===== config.mk =====
export PLATFORM = sky130hd
export DESIGN_NAME = sapho_io_hub_flat
export DESIGN_NICKNAME = d
export VERILOG_FILES = /design/src/rtl/sapho_io_hub_pkg.sv /design/src/rtl/sapho_io_hub_if.sv /design/src/rtl/io_fifo.sv /design/src/rtl/sapho_io_hub.sv /design/src/flat_wrapper.sv
export SDC_FILE = /design/constraint.sdc
export NUM_CORES = 1
export LEC_CHECK = 0
export CAP_MARGIN = 0
export CORE_ASPECT_RATIO = 1.5
export CORE_MARGIN = 2
export CORE_UTILIZATION = 53
export DETAILED_ROUTE_END_ITERATION = 10
export PLACE_DENSITY = 0.76
export SYNTH_ARGS = -nofsm -noshare
export SYNTH_HDL_FRONTEND = slang
export SYNTH_HIERARCHICAL = 1
export SYNTH_SLANG_ARGS = --single-unit

===== constraint.sdc =====
create_clock -name clk -period 3.5 [get_ports clk]
set_input_delay 1.05 -clock clk [delete_from_list [all_inputs] [get_ports clk]]
set_output_delay 1.05 -clock clk [all_outputs]
set_load 0.05 [all_outputs]

===== src/rtl/sapho_io_hub_pkg.sv =====
// Shared constants and helper functions for the SAPHO I/O hub.
package sapho_io_pkg;

  // Bit positions inside err_flags.
  localparam int ERR_UNDER = 0;
  localparam int ERR_OVER  = 1;
  localparam int ERR_SEL   = 2;

  // Ceiling log2 for elaboration-time sizing (clog2(1) = 0).
  function automatic int clog2(input int v);
    int r;
    r = 0;
    for (int i = 0; i < 31; i++) begin
      r = ((1 << i) < v) ? (i + 1) : r;
    end
    return r;
  endfunction

  // True when exactly one bit of v is set.
  function automatic logic onehot_ok(input logic [31:0] v);
    return (v != 32'd0) && ((v & (v - 32'd1)) == 32'd0);
  endfunction

endpackage


===== src/rtl/sapho_io_hub_if.sv =====
// Datapath/core-side bundle of the SAPHO I/O hub. The hub uses the slave
// modport; whatever drives the hub (core + datapath, or a bench) uses master.
interface sapho_io_hub_if #(
  parameter int DW    = 32,
  parameter int N_IN  = 2,
  parameter int N_OUT = 5
);
  logic [N_IN*DW-1:0]  in_data;
  logic [N_IN-1:0]     in_valid;
  logic [N_IN-1:0]     in_ready;
  logic [N_IN-1:0]     req_in;
  logic [DW-1:0]       proc_in;
  logic [DW-1:0]       proc_out;
  logic [N_OUT-1:0]    out_en;
  logic [N_OUT*DW-1:0] out_data;
  logic [N_OUT-1:0]    out_valid;
  logic [N_OUT-1:0]    out_ready;
  logic                itr;
  logic [2:0]          err_flags;

  modport slave (
    input  in_data, in_valid, req_in, proc_out, out_en, out_ready,
    output in_ready, proc_in, out_data, out_valid, itr, err_flags
  );

  modport master (
    output in_data, in_valid, req_in, proc_out, out_en, out_ready,
    input  in_ready, proc_in, out_data, out_valid, itr, err_flags
  );
endinterface


===== src/rtl/io_fifo.sv =====
// Output-channel FIFO. The head is kept in a register so out_valid/out_data
// appear one cycle after a push (no fall-through) and the head holds the last
// popped value while empty.
module io_fifo
  import sapho_io_pkg::*;
#(
  parameter int DW    = 32,
  parameter int DEPTH = 4
) (
  input  logic          clk,
  input  logic          rst_geral,
  input  logic          push,
  input  logic [DW-1:0] din,
  input  logic          pop,
  output logic [DW-1:0] dout,
  output logic          valid,
  output logic          full
);
  localparam int AW = (clog2(DEPTH) < 1) ? 1 : clog2(DEPTH);
  localparam logic [AW:0] FULL_CNT = (AW + 1)'(DEPTH);

  logic [DW-1:0] mem [DEPTH];
  logic [AW-1:0] rd_ptr;
  logic [AW-1:0] wr_ptr;
  logic [AW:0]   count;
  logic [DW-1:0] head;
  logic          do_pop;
  logic          do_push;
  logic [AW-1:0] rd_ptr_n;
  logic [AW:0]   count_n;

  // Accepted push/pop and the pointer/count they lead to.
  always_comb begin
    do_pop   = pop & (count != '0);
    do_push  = push & ((count != FULL_CNT) | do_pop);
    rd_ptr_n = do_pop ? (rd_ptr + AW'(1)) : rd_ptr;
    count_n  = count + (AW + 1)'(do_push) - (AW + 1)'(do_pop);
  end

  // Storage, pointers and the registered head value.
  always_ff @(posedge clk) begin
    if (rst_geral) begin
      rd_ptr <= '0;
      wr_ptr <= '0;
      count  <= '0;
      head   <= '0;
    end else begin
      if (do_push) begin
        mem[wr_ptr] <= din;
        wr_ptr      <= wr_ptr + AW'(1);
      end else begin
        wr_ptr <= wr_ptr;
      end
      rd_ptr <= rd_ptr_n;
      count  <= count_n;
      // A push into the slot that becomes the head bypasses the memory.
      if (count_n != '0) begin
        head <= (do_push && (wr_ptr == rd_ptr_n)) ? din : mem[rd_ptr_n];
      end else begin
        head <= head;
      end
    end
  end

  assign dout  = head;
  assign valid = (count != '0);
  assign full  = (count == FULL_CNT);
endmodule


===== src/rtl/sapho_io_hub.sv =====
// I/O hub between a SAPHO core and its datapath: 1-deep input holding
// registers read through a one-hot select, per-channel output FIFOs written
// by broadcast enables, an arrival interrupt and sticky diagnostic flags.
module sapho_io_hub
  import sapho_io_pkg::*;
#(
  parameter int              DW        = 32,
  parameter int              N_IN      = 2,
  parameter int              N_OUT     = 5,
  parameter int              OUT_DEPTH = 4,
  parameter logic [N_IN-1:0] ITR_MASK  = '1
) (
  input logic             clk,
  input logic             rst_geral,
  sapho_io_hub_if.slave   io
);
  logic [DW-1:0]    hold [N_IN];
  logic [N_IN-1:0]  hv;
  logic [N_IN-1:0]  pop;
  logic [N_IN-1:0]  cap;
  logic [N_IN-1:0]  in_rdy;
  logic             sel_ok;
  logic [DW-1:0]    rd_mux;
  logic [DW-1:0]    f_dout [N_OUT];
  logic [N_OUT-1:0] f_valid;
  logic [N_OUT-1:0] f_full;
  logic [N_OUT-1:0] f_over;
  logic             itr_r;
  logic [2:0]       err_r;

  // Read select decode, pops, captures and the read mux.
  always_comb begin
    sel_ok = onehot_ok(32'(io.req_in));
    pop    = sel_ok ? (io.req_in & hv) : '0;
    in_rdy = ~hv | pop;
    cap    = io.in_valid & in_rdy;
    rd_mux = '0;
    for (int k = 0; k < N_IN; k++) begin
      rd_mux = (sel_ok && io.req_in[k]) ? hold[k] : rd_mux;
    end
  end

  // Input holding registers; a same-cycle capture overrides the pop.
  always_ff @(posedge clk) begin
    if (rst_geral) begin
      hv <= '0;
      for (int k = 0; k < N_IN; k++) hold[k] <= '0;
    end else begin
      for (int k = 0; k < N_IN; k++) begin
        if (cap[k]) begin
          hold[k] <= io.in_data[k*DW +: DW];
          hv[k]   <= 1'b1;
        end else if (pop[k]) begin
          hv[k] <= 1'b0;
        end else begin
          hv[k] <= hv[k];
        end
      end
    end
  end

  // Interrupt pulse and sticky error flags.
  always_ff @(posedge clk) begin
    if (rst_geral) begin
      itr_r <= 1'b0;
      err_r <= 3'b000;
    end else begin
      itr_r            <= |(cap & ITR_MASK);
      err_r[ERR_UNDER] <= err_r[ERR_UNDER] | (sel_ok & (|(io.req_in & ~hv)));
      err_r[ERR_OVER]  <= err_r[ERR_OVER] | (|f_over);
      err_r[ERR_SEL]   <= err_r[ERR_SEL] | ((io.req_in != '0) & ~sel_ok);
    end
  end

  // Overflow: push into a full FIFO that is not popped in the same cycle.
  always_comb begin
    f_over = io.out_en & f_full & ~(io.out_ready & f_valid);
  end

  for (genvar j = 0; j < N_OUT; j++) begin : g_out
    io_fifo #(.DW(DW), .DEPTH(OUT_DEPTH)) u_fifo (
      .clk       (clk),
      .rst_geral (rst_geral),
      .push      (io.out_en[j]),
      .din       (io.proc_out),
      .pop       (io.out_ready[j]),
      .dout      (f_dout[j]),
      .valid     (f_valid[j]),
      .full      (f_full[j])
    );
  end

  // Pack FIFO heads onto the output bus.
  always_comb begin
    io.out_data = '0;
    for (int j = 0; j < N_OUT; j++) io.out_data[j*DW +: DW] = f_dout[j];
  end

  assign io.in_ready  = in_rdy;
  assign io.proc_in   = rd_mux;
  assign io.out_valid = f_valid;
  assign io.itr       = itr_r;
  assign io.err_flags = err_r;
endmodule


===== src/flat_wrapper.sv =====
// flat-port wrapper written by rule: the top's interface ports become plain ports
module sapho_io_hub_flat import sapho_io_pkg::*;
#(
  parameter int              DW        = 32,
  parameter int              N_IN      = 2,
  parameter int              N_OUT     = 5,
  parameter int              OUT_DEPTH = 4,
  parameter logic [N_IN-1:0] ITR_MASK  = '1
)
  (clk, rst_geral, io_in_data, io_in_valid, io_req_in, io_proc_out, io_out_en, io_out_ready, io_in_ready, io_proc_in, io_out_data, io_out_valid, io_itr, io_err_flags);
  sapho_io_hub_if #(.DW(DW), .N_IN(N_IN), .N_OUT(N_OUT)) io_i ();
  input logic clk;
  input logic rst_geral;
  input wire logic [$bits(io_i.in_data)-1:0] io_in_data;
  input wire logic [$bits(io_i.in_valid)-1:0] io_in_valid;
  input wire logic [$bits(io_i.req_in)-1:0] io_req_in;
  input wire logic [$bits(io_i.proc_out)-1:0] io_proc_out;
  input wire logic [$bits(io_i.out_en)-1:0] io_out_en;
  input wire logic [$bits(io_i.out_ready)-1:0] io_out_ready;
  output wire logic [$bits(io_i.in_ready)-1:0] io_in_ready;
  output wire logic [$bits(io_i.proc_in)-1:0] io_proc_in;
  output wire logic [$bits(io_i.out_data)-1:0] io_out_data;
  output wire logic [$bits(io_i.out_valid)-1:0] io_out_valid;
  output wire logic [$bits(io_i.itr)-1:0] io_itr;
  output wire logic [$bits(io_i.err_flags)-1:0] io_err_flags;
  assign io_i.in_data = io_in_data;
  assign io_i.in_valid = io_in_valid;
  assign io_i.req_in = io_req_in;
  assign io_i.proc_out = io_proc_out;
  assign io_i.out_en = io_out_en;
  assign io_i.out_ready = io_out_ready;
  assign io_in_ready = io_i.in_ready;
  assign io_proc_in = io_i.proc_in;
  assign io_out_data = io_i.out_data;
  assign io_out_valid = io_i.out_valid;
  assign io_itr = io_i.itr;
  assign io_err_flags = io_i.err_flags;
  sapho_io_hub #(.DW(DW), .N_IN(N_IN), .N_OUT(N_OUT), .OUT_DEPTH(OUT_DEPTH), .ITR_MASK(ITR_MASK)) u_core (.clk(clk), .rst_geral(rst_geral), .io(io_i));
endmodule

==> results.toml <==
[floorplanning]
initial_core_util_pct = 53.5
dieArea_um2 = 80400
floorplan.rows = 125
die_h_um = 346
coreArea_um2 = 77400
top_level_ports = 315
die_w_um = 232

[setup_path]
worstSetupStartpointType = "input pin"
max_stage_delay_ns = 0.30
required_ns = 2.45
endpoint_kind = "output port"
slowest_stage = "bufbuf_16"
path_max_fanout = 14
crit-reg2reg-launch = "u_core/g_out[4].u_fifo/count[2]"
path_buf_inv = 4
worstPathCellList = "dlygate4sd2_1, buf_4, ha_4, bufbuf_16, a22o_1, buf_12"
critPathArrivalTime_ns = 2.39
regToRegSetupSlack_ns = 0.17
reg2reg_depth = 14
r2r-end = "u_core/g_out[4].u_fifo/dout[14]"
critPathTopFamily = "buffers and inverters"
crit_type = "in2out"

[route]
wl_per_cell_um = 24.4
via_per_inst = 6.38
drtPass1Iterations = 6
remaining_drc_errors = 0
num_vias = 28300
drtAntennaViolNets = 0
initialDrtViolationCount = 2646
wl_mm = 108

[power_and_ir_drop]
p_total_uw = 40700
p_per_area_nw_per_um2 = 831
ir_worst_vdd_v = 0.000493
pwr-share-seq_pct = 35.6
clockPowerShare_pct = 21.4
p_leak_uw = 0.0170
power_frac_comb_pct = 43.0
swShare_pct = 39.0
intPower_uw = 24800
p_sw_uw = 15800

[run]
drv_cap = 0

[sta]
setup_slack_ns = 0.0588
finClkSkew_ns = 0.0219
hold_viol = 0
tightest_slew_ns = 0.795
slew_headroom_pct = 47.0
rsz0062_at_grt = "false"
setup_tns_ns = 0
fin_crit_sh_pct = 98.3
fmax_mhz = 291
post-route-min-period_ns = 3.44
finalSetupViolCount = 0
slew_viol_final = 0

[layout]
drive_gt1_share_pct = 16.1
nets = 3498
syn_to_final_growth_pct = 18.2
multi_input_area_um2 = 14200
regArea_um2 = 25200
n_fill_cell = 5560

[global_route]
grt_start_max_net_pins = 130
track_usage_pct = 26.6
antenna_found_initial = 2
overflow = 0
grt_pass1_wl_mm = 165
grt_pass1_vias = 28800

[yosys]
synth_enable_flop_cells = 704
syn_area_um2 = 41400
netlist_instances = 3087
synth.ff_latch_count = 905
syn_avg_cell_area_um2 = 13.4
synth_cell_types = 70
synth_fp_nets = 3232
synth.yosys.seq_area_share_pct = 60.8
yosysWarnings = 6
synthArstFlopShare_pct = 0
ys.flop_type = "edfxtp_1"

[min_path]
min_from = "u_core/io.err_flags[2]"
hold_depth = 2
hp-class = "reg2reg"
min_to = "u_core/io.err_flags[2]"

[cts]
cts-buffers-inserted = 80
ctsHtreeMaxLevel = 3
ctsHoldBuffers = 0
cts-root-buf = "clkbuf_16"
tritoncts = "done"
clock_sinks = 905
postCtsSetupRepairBufs = 0
clk_latency_ns = 0.65
cts_buffer_depth = 3
clk_pin_slew_ns = 0.06

[place]
port_buffers = 314
dp_hpwl_mm = 65.5
routabilityCongestion = 0.822
dp_slack_ns = -0.396

[status]
outcome = "finished clean"
[power by group through the flow]
stage                     Clock, uW  Combinational, uW  Sequential [uW]
final                          8720              17500            14500
after global placement            0              16600            14600
after floorplan                   0              10400            16200
after global routing           9240              18600            14600
after detailed placement          0              17300            14600
after CTS                      8840              17400            14400
[through the flow]
stage	cell area [um2]	util (%)	hold WS, ns	instances
final	48900	63.2	0.482	4437
after detailed placement	46200	59.7	0.465	4286
after global routing	48900	63.2	0.506	4437
after global placement	46200	59.7	0.458	4286
after CTS	48900	63.2	0.479	4436
after floorplan	41400	-	0.538	3087
[sequential cells by signal (all words and copies together) (netlist names)]
name and flops:
u_core/io.itr 1, u_core/g_out.u_fifo/rd_ptr 10, u_core/g_out.u_fifo/mem 640, u_core/hv 2
u_core/io.err_flags 3, u_core/g_out.u_fifo/dout 160, u_core/g_out.u_fifo/wr_ptr 10, u_core/g_out.u_fifo/count 15
u_core/hold 64
[how the worst max path moves through the flow]
stage / start / endpoint / slack [ns] / depth (start not counted)
floorplan: io_req_in[0] / io_proc_in[0] / -0.26 / 5
global placement: io_req_in[1] / io_proc_in[21] / -0.32 / 6
detailed placement: io_out_en[2] / u_core/g_out[2].u_fifo/dout[15] / -0.40 / 12
CTS: u_core/g_out[2].u_fifo/count[1] / io_out_valid[2] / 0.03 / 2
global route: u_core/g_out[4].u_fifo/count[2] / u_core/g_out[4].u_fifo/dout[14] / 0.02 / 14
finish: io_req_in[1] / io_proc_in[30] / 0.06 / 6
[final cells by class]
cell class | instances | share of cell area (%)
clock buffers | 107 | 4.53
flip-flops and latches | 905 | 51.5
multi-input cells | 1802 | 29.0
clock inverters | 42 | 0.723
diodes | 1 | 0.00511
inverters | 88 | 0.675
repair buffers | 476 | 11.0
well taps | 1016 | 2.60
[placed cells by master, fill, tap and decap left out, types with 108 or more instances in the layout]
cell,Yosys,layout
buf_4,40,108
o311ai_0,124,124
nand3b_1,128,128
dfxtp_1,201,191
clkdlybuf4s50_1,0,276
nor3_1,129,128
a221o_1,124,124
a211oi_1,277,276
edfxtp_1,704,704
nor2_1,169,165
[per-layer routing]
layer  routed length (um)  share of wire [%]  global-route usage [%]
met5                   11              0.010                       0
met3                 9590                8.9                    4.96
met1                40000                 37                    32.5
met2                53400                 49                    44.8
met4                 5160                4.8                    13.3
[worst register-to-register path, cell delays in order, from the launching register on]
cell and delay [ns]:
dfxtp_1 0.39, or3_2 0.58, xor2_1 0.15, nand2_1 0.06
o21ai_0 0.07, ha_1 0.17, inv_1 0.05, fa_1 0.40
xnor3_4 0.35, a21oi_2 0.18, buf_4 0.14, o31ai_4 0.07
buf_4 0.23, a211oi_1 0.23, a221o_1 0.19
[cell usage after synthesis, types with 69 or more instances]
library cell | instances | area [um2]
nor2b_1 | 69 | 432
edfxtp_1 | 704 | 21100
a211o_1 | 90 | 788
clkbuf_1 | 91 | 342
mux2i_1 | 71 | 711
dfxtp_1 | 201 | 4020
inv_1 | 88 | 330
a211oi_1 | 277 | 2080
nor3_1 | 129 | 646
a221o_1 | 124 | 1240
nor2_1 | 169 | 634
o311ai_0 | 124 | 1090
nand2_1 | 82 | 308
nand3b_1 | 128 | 961
[kinds of logic (layout without fill, tap and decap cells)]
group,after synthesis,in the layout,synth area share [%]
buffers and inverters,380,713,5.36
AND/OR/NAND/NOR,703,703,9.69
multiplexers,102,102,3.40
other,0,1,0
adder cells (fa/ha/maj),33,33,1.09
AO/OA/AOI/OAI,920,920,18.5
XOR/XNOR,44,44,1.23
flip-flops,905,905,60.8
[what timing repair did]
item / CTS / global route
pin swaps: 0 / 0
gates resized for setup: 49 / 5
gates cloned: 1 / 0
setup endpoints to repair: 34 / 22
No activity file was read; power rests on OpenSTA's default activity.
